File: src/rtl/nor_bus_ctrl.sv
// Wishbone-to-parallel-NOR bridge: sequences single accesses and JEDEC command
// sets (program / sector erase / chip erase), then polls RY/BY# with a timeout.
module nor_bus_ctrl #(
    parameter int ADDRBITS     = 26,
    parameter int DATABITS     = 16,
    parameter int T_ACC        = 6,
    parameter int T_WP         = 3,
    parameter int T_HOLD       = 2,
    parameter int BUSY_TO_BITS = 24
) (
    input  logic                clk_i,
    input  logic                reset_i,
    input  logic                wb_cyc_i,
    input  logic                wb_stb_i,
    input  logic                wb_we_i,
    input  logic [31:0]         wb_adr_i,
    input  logic [DATABITS-1:0] wb_dat_i,
    output logic [DATABITS-1:0] wb_dat_o,
    output logic                wb_ack_o,
    output logic                wb_err_o,
    output logic                wb_stall_o,
    output logic [ADDRBITS-1:0] nor_addr_o,
    output logic [DATABITS-1:0] nor_dq_o,
    input  logic [DATABITS-1:0] nor_dq_i,
    output logic                nor_dq_oe_o,
    output logic                nor_ce_n_o,
    output logic                nor_oe_n_o,
    output logic                nor_we_n_o,
    input  logic                nor_ryby_i
);

    localparam logic [5:0] CYC_READ         = 6'd0;
    localparam logic [5:0] CYC_WRITE        = 6'd1;
    localparam logic [5:0] CYC_RESET        = 6'd2;
    localparam logic [5:0] CYC_PROGRAM      = 6'd3;
    localparam logic [5:0] CYC_ERASE_SECTOR = 6'd4;
    localparam logic [5:0] CYC_ERASE_CHIP   = 6'd5;

    localparam int TMAX = (T_ACC > T_WP) ? ((T_ACC > T_HOLD) ? T_ACC : T_HOLD)
                                         : ((T_WP > T_HOLD) ? T_WP : T_HOLD);
    localparam int PW   = $clog2(TMAX + 1);

    localparam logic [ADDRBITS-1:0]     A_555     = ADDRBITS'(12'h555);
    localparam logic [ADDRBITS-1:0]     A_2AA     = ADDRBITS'(12'h2AA);
    // Timeout fires on the edge where the poll counter becomes all-ones.
    localparam logic [BUSY_TO_BITS-1:0] POLL_LAST = ~BUSY_TO_BITS'(1);
    localparam logic [BUSY_TO_BITS-1:0] POLL_MIN  = BUSY_TO_BITS'(4);

    typedef enum logic [2:0] {S_IDLE, S_SETUP, S_STROBE, S_HOLD, S_POLL, S_RESP} state_t;

    function automatic logic [DATABITS-1:0] bval(input logic [7:0] b);
        return DATABITS'(b);
    endfunction

    function automatic logic [ADDRBITS-1:0] step_addr(input logic [5:0] c, input logic [2:0] s,
                                                      input logic [ADDRBITS-1:0] a);
        logic [ADDRBITS-1:0] r;
        r = a;
        case (c)
            CYC_RESET: r = '0;
            CYC_PROGRAM:
                if (s == 3'd0 || s == 3'd2) r = A_555;
                else if (s == 3'd1)         r = A_2AA;
            CYC_ERASE_SECTOR, CYC_ERASE_CHIP:
                if (s == 3'd1 || s == 3'd4)              r = A_2AA;
                else if (s != 3'd5 || c == CYC_ERASE_CHIP) r = A_555;
            default: ;
        endcase
        return r;
    endfunction

    function automatic logic [DATABITS-1:0] step_dat(input logic [5:0] c, input logic [2:0] s,
                                                     input logic [DATABITS-1:0] d);
        logic [DATABITS-1:0] r;
        r = '0;
        case (c)
            CYC_WRITE: r = d;
            CYC_RESET: r = bval(8'hF0);
            CYC_PROGRAM:
                case (s)
                    3'd0:    r = bval(8'hAA);
                    3'd1:    r = bval(8'h55);
                    3'd2:    r = bval(8'hA0);
                    default: r = d;
                endcase
            CYC_ERASE_SECTOR, CYC_ERASE_CHIP:
                case (s)
                    3'd0, 3'd3: r = bval(8'hAA);
                    3'd1, 3'd4: r = bval(8'h55);
                    3'd2:       r = bval(8'h80);
                    default:    r = (c == CYC_ERASE_CHIP) ? bval(8'h10) : bval(8'h30);
                endcase
            default: ;
        endcase
        return r;
    endfunction

    function automatic logic [2:0] last_step(input logic [5:0] c);
        case (c)
            CYC_PROGRAM:                      return 3'd3;
            CYC_ERASE_SECTOR, CYC_ERASE_CHIP: return 3'd5;
            default:                          return 3'd0;
        endcase
    endfunction

    state_t                  state_q, state_d;
    logic [2:0]              step_q, step_d;
    logic [PW-1:0]           ph_q, ph_d;
    logic [BUSY_TO_BITS-1:0] poll_q, poll_d;
    logic [5:0]              cmd_q, cmd_d;
    logic [ADDRBITS-1:0]     adr_q, adr_d, addr_q, addr_d;
    logic [DATABITS-1:0]     dat_q, dat_d, dq_q, dq_d, rdat_q, rdat_d;
    logic                    err_q, err_d, abort_q, abort_d;
    logic                    sync1_q, sync2_q;
    logic                    is_rd, in_acc, needs_poll;
    logic [5:0]              code;
    logic                    unused_ok;

    assign code       = wb_adr_i[31:26];
    assign is_rd      = (cmd_q == CYC_READ);
    assign needs_poll = (cmd_q == CYC_PROGRAM) || (cmd_q == CYC_ERASE_SECTOR) ||
                        (cmd_q == CYC_ERASE_CHIP);
    assign unused_ok  = ^{wb_we_i, wb_adr_i};

    always_comb begin
        state_d = state_q;
        step_d  = step_q;
        ph_d    = ph_q;
        poll_d  = poll_q;
        cmd_d   = cmd_q;
        adr_d   = adr_q;
        dat_d   = dat_q;
        addr_d  = addr_q;
        dq_d    = dq_q;
        rdat_d  = rdat_q;
        err_d   = err_q;
        // A master that walks away mid-sequence still gets a complete flash op, but no reply.
        abort_d = abort_q | ((state_q != S_IDLE) & ~wb_cyc_i);
        case (state_q)
            S_IDLE:
                if (wb_cyc_i && wb_stb_i) begin
                    cmd_d   = code;
                    adr_d   = wb_adr_i[ADDRBITS-1:0];
                    dat_d   = wb_dat_i;
                    step_d  = 3'd0;
                    abort_d = 1'b0;
                    if (code <= CYC_ERASE_CHIP) begin
                        state_d = S_SETUP;
                        err_d   = 1'b0;
                        addr_d  = step_addr(code, 3'd0, wb_adr_i[ADDRBITS-1:0]);
                        dq_d    = step_dat(code, 3'd0, wb_dat_i);
                    end else begin
                        state_d = S_RESP;
                        err_d   = 1'b1;
                    end
                end
            S_SETUP: begin
                state_d = S_STROBE;
                ph_d    = is_rd ? PW'(T_ACC - 1) : PW'(T_WP - 1);
            end
            S_STROBE:
                if (ph_q == '0) begin
                    state_d = S_HOLD;
                    ph_d    = PW'(T_HOLD - 1);
                    if (is_rd) rdat_d = nor_dq_i;
                end else begin
                    ph_d = ph_q - 1'b1;
                end
            S_HOLD:
                if (ph_q != '0) begin
                    ph_d = ph_q - 1'b1;
                end else if (step_q != last_step(cmd_q)) begin
                    state_d = S_SETUP;
                    step_d  = step_q + 3'd1;
                    addr_d  = step_addr(cmd_q, step_q + 3'd1, adr_q);
                    dq_d    = step_dat(cmd_q, step_q + 3'd1, dat_q);
                end else if (needs_poll) begin
                    state_d = S_POLL;
                    poll_d  = '0;
                end else begin
                    state_d = S_RESP;
                end
            S_POLL: begin
                poll_d = poll_q + 1'b1;
                if (poll_q >= POLL_MIN && sync2_q) begin
                    state_d = S_RESP;
                    err_d   = 1'b0;
                end else if (poll_q == POLL_LAST) begin
                    state_d = S_RESP;
                    err_d   = 1'b1;
                end
            end
            S_RESP:  state_d = S_IDLE;
            default: state_d = S_IDLE;
        endcase
    end

    always_ff @(posedge clk_i) begin
        if (reset_i) begin
            state_q <= S_IDLE;
            step_q  <= '0;
            ph_q    <= '0;
            poll_q  <= '0;
            cmd_q   <= '0;
            adr_q   <= '0;
            dat_q   <= '0;
            addr_q  <= '0;
            dq_q    <= '0;
            rdat_q  <= '0;
            err_q   <= 1'b0;
            abort_q <= 1'b0;
            sync1_q <= 1'b1;
            sync2_q <= 1'b1;
        end else begin
            state_q <= state_d;
            step_q  <= step_d;
            ph_q    <= ph_d;
            poll_q  <= poll_d;
            cmd_q   <= cmd_d;
            adr_q   <= adr_d;
            dat_q   <= dat_d;
            addr_q  <= addr_d;
            dq_q    <= dq_d;
            rdat_q  <= rdat_d;
            err_q   <= err_d;
            abort_q <= abort_d;
            sync1_q <= nor_ryby_i;
            sync2_q <= sync1_q;
        end
    end

    assign in_acc      = (state_q == S_SETUP) || (state_q == S_STROBE) || (state_q == S_HOLD);
    assign nor_ce_n_o  = ~in_acc;
    assign nor_oe_n_o  = ~((state_q == S_STROBE) && is_rd);
    assign nor_we_n_o  = ~((state_q == S_STROBE) && !is_rd);
    assign nor_dq_oe_o = in_acc && !is_rd;
    assign nor_addr_o  = addr_q;
    assign nor_dq_o    = dq_q;
    assign wb_dat_o    = rdat_q;
    assign wb_stall_o  = (state_q != S_IDLE);
    assign wb_ack_o    = (state_q == S_RESP) && !err_q && !abort_q;
    assign wb_err_o    = (state_q == S_RESP) && err_q && !abort_q;

endmodule

File: config.mk
export PLATFORM = sky130hd
export DESIGN_NAME = nor_bus_ctrl
export DESIGN_NICKNAME = d
export VERILOG_FILES = /design/src/rtl/nor_bus_ctrl.sv
export SDC_FILE = /design/constraint.sdc
export NUM_CORES = 1
export LEC_CHECK = 0
export BUFFER_PORTS_ARGS = -buffer_cell sky130_fd_sc_hd__buf_2
export CAP_MARGIN = 5
export CORE_AREA = 2 2 133 135
export DETAILED_ROUTE_END_ITERATION = 7
export DIE_AREA = 0 0 135 137
export PLACE_DENSITY = 0.71
export SETUP_SLACK_MARGIN = 0.4
export SLEW_MARGIN = 20
export SYNTH_ARGS = -nofsm -noshare
export SYNTH_HDL_FRONTEND = slang
export SYNTH_SLANG_ARGS = --single-unit
File: constraint.sdc
create_clock -name clk_i -period 3.2 [get_ports clk_i]
set_clock_uncertainty 0.15 [all_clocks]
set_input_delay 0.64 -clock clk_i [delete_from_list [all_inputs] [get_ports clk_i]]
set_output_delay 0.64 -clock clk_i [all_outputs]
set_load 0.005 [all_outputs]
# Yosys cells after proc, flatten, opt, wreduce, memory -nomap -nowiden
# Cells that the tools add are included.
dict set report word_totals {
  regBits 143
  latch_bits 0
  mem_bits_rw 0
  mem_bits_ro 0
  inputBits 70
  out_inout_bits 65
  mem_count 0
}
dict set report classes {
  add_sub_neg 3
  n_mul 0
  n_div 0
  order_cmp 2
  eq_ne 31
  n_shift 0
  mux 52
  n_bitwise 6
  reduce_logical 41
}
# op count
set ops {}
lappend ops {{two-way mux 26 bit} 8}
lappend ops {{one-hot mux 26 bit (2 select lines)} 2}
lappend ops {{one-hot mux 16 bit (3 select lines)} 2}
lappend ops {{one-hot mux 26 bit (3 select lines)} 1}
lappend ops {{two-way mux 24 bit} 3}
lappend ops {{two-way mux 16 bit} 4}
lappend ops {{one-hot mux 16 bit (4 select lines)} 1}
lappend ops {{one-hot mux 24 bit (2 select lines)} 1}
lappend ops {{two-way mux 3 bit} 15}
lappend ops {{one-hot mux 16 bit (2 select lines)} 1}
lappend ops {{adder 24 x 1 -> 24 bit (second input constant)} 1}
lappend ops {{== test 24 bit (second input constant)} 1}
lappend ops {{== test 6 x 2 -> 1 bit (second input constant)} 4}
lappend ops {{== test 6 x 3 -> 1 bit (second input constant)} 4}
lappend ops {{greater-or-equal comparator 24 x 3 -> 1 bit (second input constant)} 1}
lappend ops {{one-hot mux 8 bit (3 select lines)} 1}
lappend ops {{inequality test 2 bit (second input constant)} 8}
lappend ops {{one-hot mux 3 bit (5 select lines)} 1}
lappend ops {{== test 3 x 2 -> 1 bit (second input constant)} 4}
lappend ops {{== test 6 x 1 -> 1 bit (second input constant)} 2}
lappend ops {{one-hot mux 3 bit (2 select lines)} 2}
lappend ops {{AND reduction 4 bit} 3}
lappend ops {{== test 3 bit (second input constant)} 3}
lappend ops {{logical AND 1 bit} 9}
lappend ops {{24 further kinds} 53}

# Depth between registers and ports, before layout
dict set report logic_depth {
  word_depth 9
  ltp_mapped 11
}

# Worst setup path after synthesis
# No wires, ideal clock.
dict set report synth_timing {
  path_type {register -> register}
  start {register cmd_q[3]}
  end {register poll_q[22]}
  t_arrival_ns 2.590
  t_required_ns 2.980
  path_slack_ns 0.390
  stages_incl_launch_ff 9
  path_buffers 2
  period_less_slack_ns 2.810
  path_cell_list {dfxtp_1 or3_1 buf_6 or4_1 buf_2 a211oi_4 o2111ai_2 or3_1 a21oi_1}
}
dict set report synth_via {
  elab_chain_len 8
  elab_cells_between_ends 13
  cone_classes {6 x eq/ne; 3 x mux; 4 x reduce/logical}
}
# element line
set synth_lines {}
lappend synth_lines {{start: declaration} 110} ;# logic [5:0] cmd_q, cmd_d;
lappend synth_lines {{start signal: assignment} 219} ;# cmd_q <= cmd_d;
lappend synth_lines {{== test 6 x 3 -> 1 bit (on tied branches)} {99, 121, 122}}
lappend synth_lines {{OR reduction 2 bit} 99} ;# case (c)
lappend synth_lines {{one-hot mux 3 bit (2 select lines)} 99}
lappend synth_lines {{two-way mux 3 bit} 170} ;# if (ph_q != '0) begin
lappend synth_lines {{two-way mux 3 bit} 139} ;# case (state_q)
lappend synth_lines {{inequality test 3 bit} 172} ;# end else if (step_q != last_step(cmd_q)) begin
lappend synth_lines {{inequality test 2 bit (no line)} n/a}
lappend synth_lines {{AND reduction 4 bit (no line) *} n/a}
lappend synth_lines {{end signal: assignment} 218} ;# poll_q <= poll_d;
lappend synth_lines {{end: declaration} 109} ;# logic [BUSY_TO_BITS-1:0] poll_q, poll_d;
# Every way passes the cells marked *; elsewhere a longest branch is shown, timed or not. The select of a mux whose other input is x is not followed.
# A chain may end at the register's enable or synchronous reset.

# Final worst setup path
dict set report layout_timing {
  start {register cmd_q[3]}
  end {output port nor_we_n_o}
}
dict set report layout_via {
  elab_chain_len 4
}
# element line
set layout_lines {}
lappend layout_lines {{zero test 6 bit} 120} ;# assign is_rd = (cmd_q == CYC_READ);
lappend layout_lines {{zero test 1 bit} 235} ;# assign nor_we_n_o = ~((state_q == S_STROBE) && !is_rd);
lappend layout_lines {{logical AND 1 bit} 235}
lappend layout_lines {{inverter 1 bit} 235}
lappend layout_lines {{end: declaration} 28} ;# output logic nor_we_n_o,
# No other way between the ends.

==> out/summary.txt <==
# setup viols final - 0
CTS tree - built
largest net degree at the start of global routing - 49
Async S/R FF share, synth - 0%
mapped cell area - 6720 sq um
post-synthesis register bit count - 143
placed instance area - 7720 sq um
EDFF count, synth - 0
Max Slew Vio Count - 0
clock slew at reported path FFs - 60 ps
GRT Resource Usage Total - 20.8%
H-tree depth - 4
Worst Hold Slack - 248 ps
DRT antenna net count - 0
top cell type's share of synthesized area - 42.6%
routed via count - 6615
Routed WL - 19000 um
Clock Latency Late Sink - 420 ps
Seq/Total Area, Yosys - 42.6%
layout cells sized above 1 - 22.6%
Finished Cell Area - 8330 sq um
drt wl/cell - 15.7 um
Die Footprint - 18500 sq um
CP max FO - 9
Sw Ratio - 33.5%
post-route setup TNS - 0 ps
clock network fraction of design power - 33.2%
HPWL after DPL - 12800 um
TritonCTS Buffers - 17
die width - 135 um
crit path time final - 2720 ps
Multi-input gate area - 3640 sq um
post-layout net count - 1051
Filler Cell Count - 1720
internal power - 3.73 mW
syn_area_per_cell - 8.00 sq um
Final period util - 84.9%
area leader, netlist - dfxtp_1
I/O pin cnt - 135
Core Region - 17100 sq um
Max Cap Viol - 0
initial antenna violation count - 1
Syn-to-layout area delta - 23.9%
most frequent cells after synthesis - nand2_1 (167), dfxtp_1 (143), a21oi_1 (92), nor2_1 (64), clkbuf_1 (42)
clock sink count - 143
switching power - 1.88 mW
Final Hold Vio Count - 0
worst r2r src - cmd_q[3]
final core occ - 48.8%
die height - 137 um
most common cell in the netlist - nand2_1
status - finished, final reports clean
row count - 48
Overflow after GRT - 0
Area contributors post-synth - dfxtp_1 (43%), nand2_1 (9.3%), a21oi_1 (6.8%), a22o_1 (3.9%), nor2_1 (3.6%)
CTS Root Buffer Type - clkbuf_16
Initial Utilization - 39.4%
CTS max path bufs - 2
Critical Path RT - 2410 ps
total power after layout - 5.61 mW
post-synth cell types - 67
vias per cell - 5.48
Critical path origin - cmd_q[3]
CP arrival - 1930 ps
WS Path Type - reg -> out
Worst Hold Class - in -> reg
number of global-route vias before repair - 6138
# DRC - 0
Combinational Power Share - 28.0%
Final GP Congestion - 0.922
CP startpoint kind - register
Hold Buf Count CTS - 0
drt first-iter violations - 496
CP Capture Type - primary output
syn nets - 921
Flop pwr share - 38.8%
Sequential Area - 2870 sq um
Synth Warn # - 0
Max Freq - 368 MHz
RSZ-0062 raised after global routing - false
Synth Flop Type - dfxtp_1
min-delay src - nor_ryby_i
Max-Slew Margin vs Limit - 52.4%
PD cells - 674 nW/um^2
worst vdd ir - 0.427 mV
PortBufs - 133
Post-Synthesis Cells - 841
worst slew pin tran - 712 ps
Lkg Pwr - 3.23 nW
DRT Pass-1 Iters - 5
first-pass GRT wire length - 30700 um
routing by layer:
layer | track usage, % | up-vias | part of all wire, %
li1 | - | 3298 | -
met5 | 0 | - | 0
met2 | 32.5 | 219 | 45
met4 | 8.22 | 0 | 2.0
met3 | 4.81 | 26 | 5.5
met1 | 27.8 | 3072 | 47
cell families after synthesis:
logic type                 share of synthesized area [%]
muxes                                              0.316
and+or+nand+nor                                     22.8
buffers and inverters                               4.43
AOI/OAI and AO/OA                                   26.9
adders and majority gates                           1.86
DFF                                                 42.6
xor gates and xnor gates                            1.17
area by class of cell:
type	count	area share, %
timing repair buffer	165	11.0
clock buffer	20	5.48
sequential	143	34.4
clock inverter	10	1.10
tap	225	3.38
inverter	22	0.991
multi-input combinational	622	43.6
antenna	1	0.0300
registers in the layout (all words and copies together), names as in the netlist, 3 cells and up:
signal	flops
nor_addr_o	26
cmd_q	6
dat_q	16
wb_dat_o	16
nor_dq_o	16
state_q	3
poll_q	24
adr_q	26
step_q	3
ph_q	3
critical path: stages (launching register included):
cell and delay (ps):
dfxtp_1 320, or3_4 400, buf_6 150, or4_4 440, nand2_2 90, buf_2 110
stage by stage:
stage               cells  setup slack [ps]
floorplan             841               414
global placement     1177               433
detailed placement   1177               346
CTS                  1207               394
global route         1208               405
finish               1208               483
repair_timing:
action | in CTS | in global routing
gates resized for setup | 3 | 11
buffers inserted | 0 | 0
gates cloned | 0 | 0
setup endpoints to repair | 8 | 47
worst paths after layout:
check,endpoint,cells after the start,slack (ps)
min,sync1_q,2,250
min reg2reg,sync2_q,1,260
max reg2reg,poll_q[23],7,530
max,nor_we_n_o,5,480
power groups by stage:
stage	clock network (mW)	registers (mW)	logic, mW
after floorplan	0	2.17	0.996
after global placement	0	2.20	1.52
after detailed placement	0	2.21	1.54
after CTS	1.91	2.17	1.56
after global routing	1.98	2.21	1.76
final	1.87	2.18	1.57
placed cells by master, fill, tap and decap left out, drive strengths merged, types with 5 or more instances in the layout:
cell,instances
o22ai,5
a31oi,6
a211oi,17
nor2,64
or2,5
nor2b,7
clkbuf,20
nand4,6
nand2b,6
a22o,30
or3,16
o211ai,8
a221oi,10
a311oi,8
o21ai,27
ha,10
xor2,5
or4,6
nand3,13
buf,165
clkinv,5
a22oi,10
nor3,26
a211o,7
nand2,167
a21oi,92
and2,6
clkinvlp,5
inv,21
nor4,8
dfxtp,143
(Power assumes the default switching activity.)
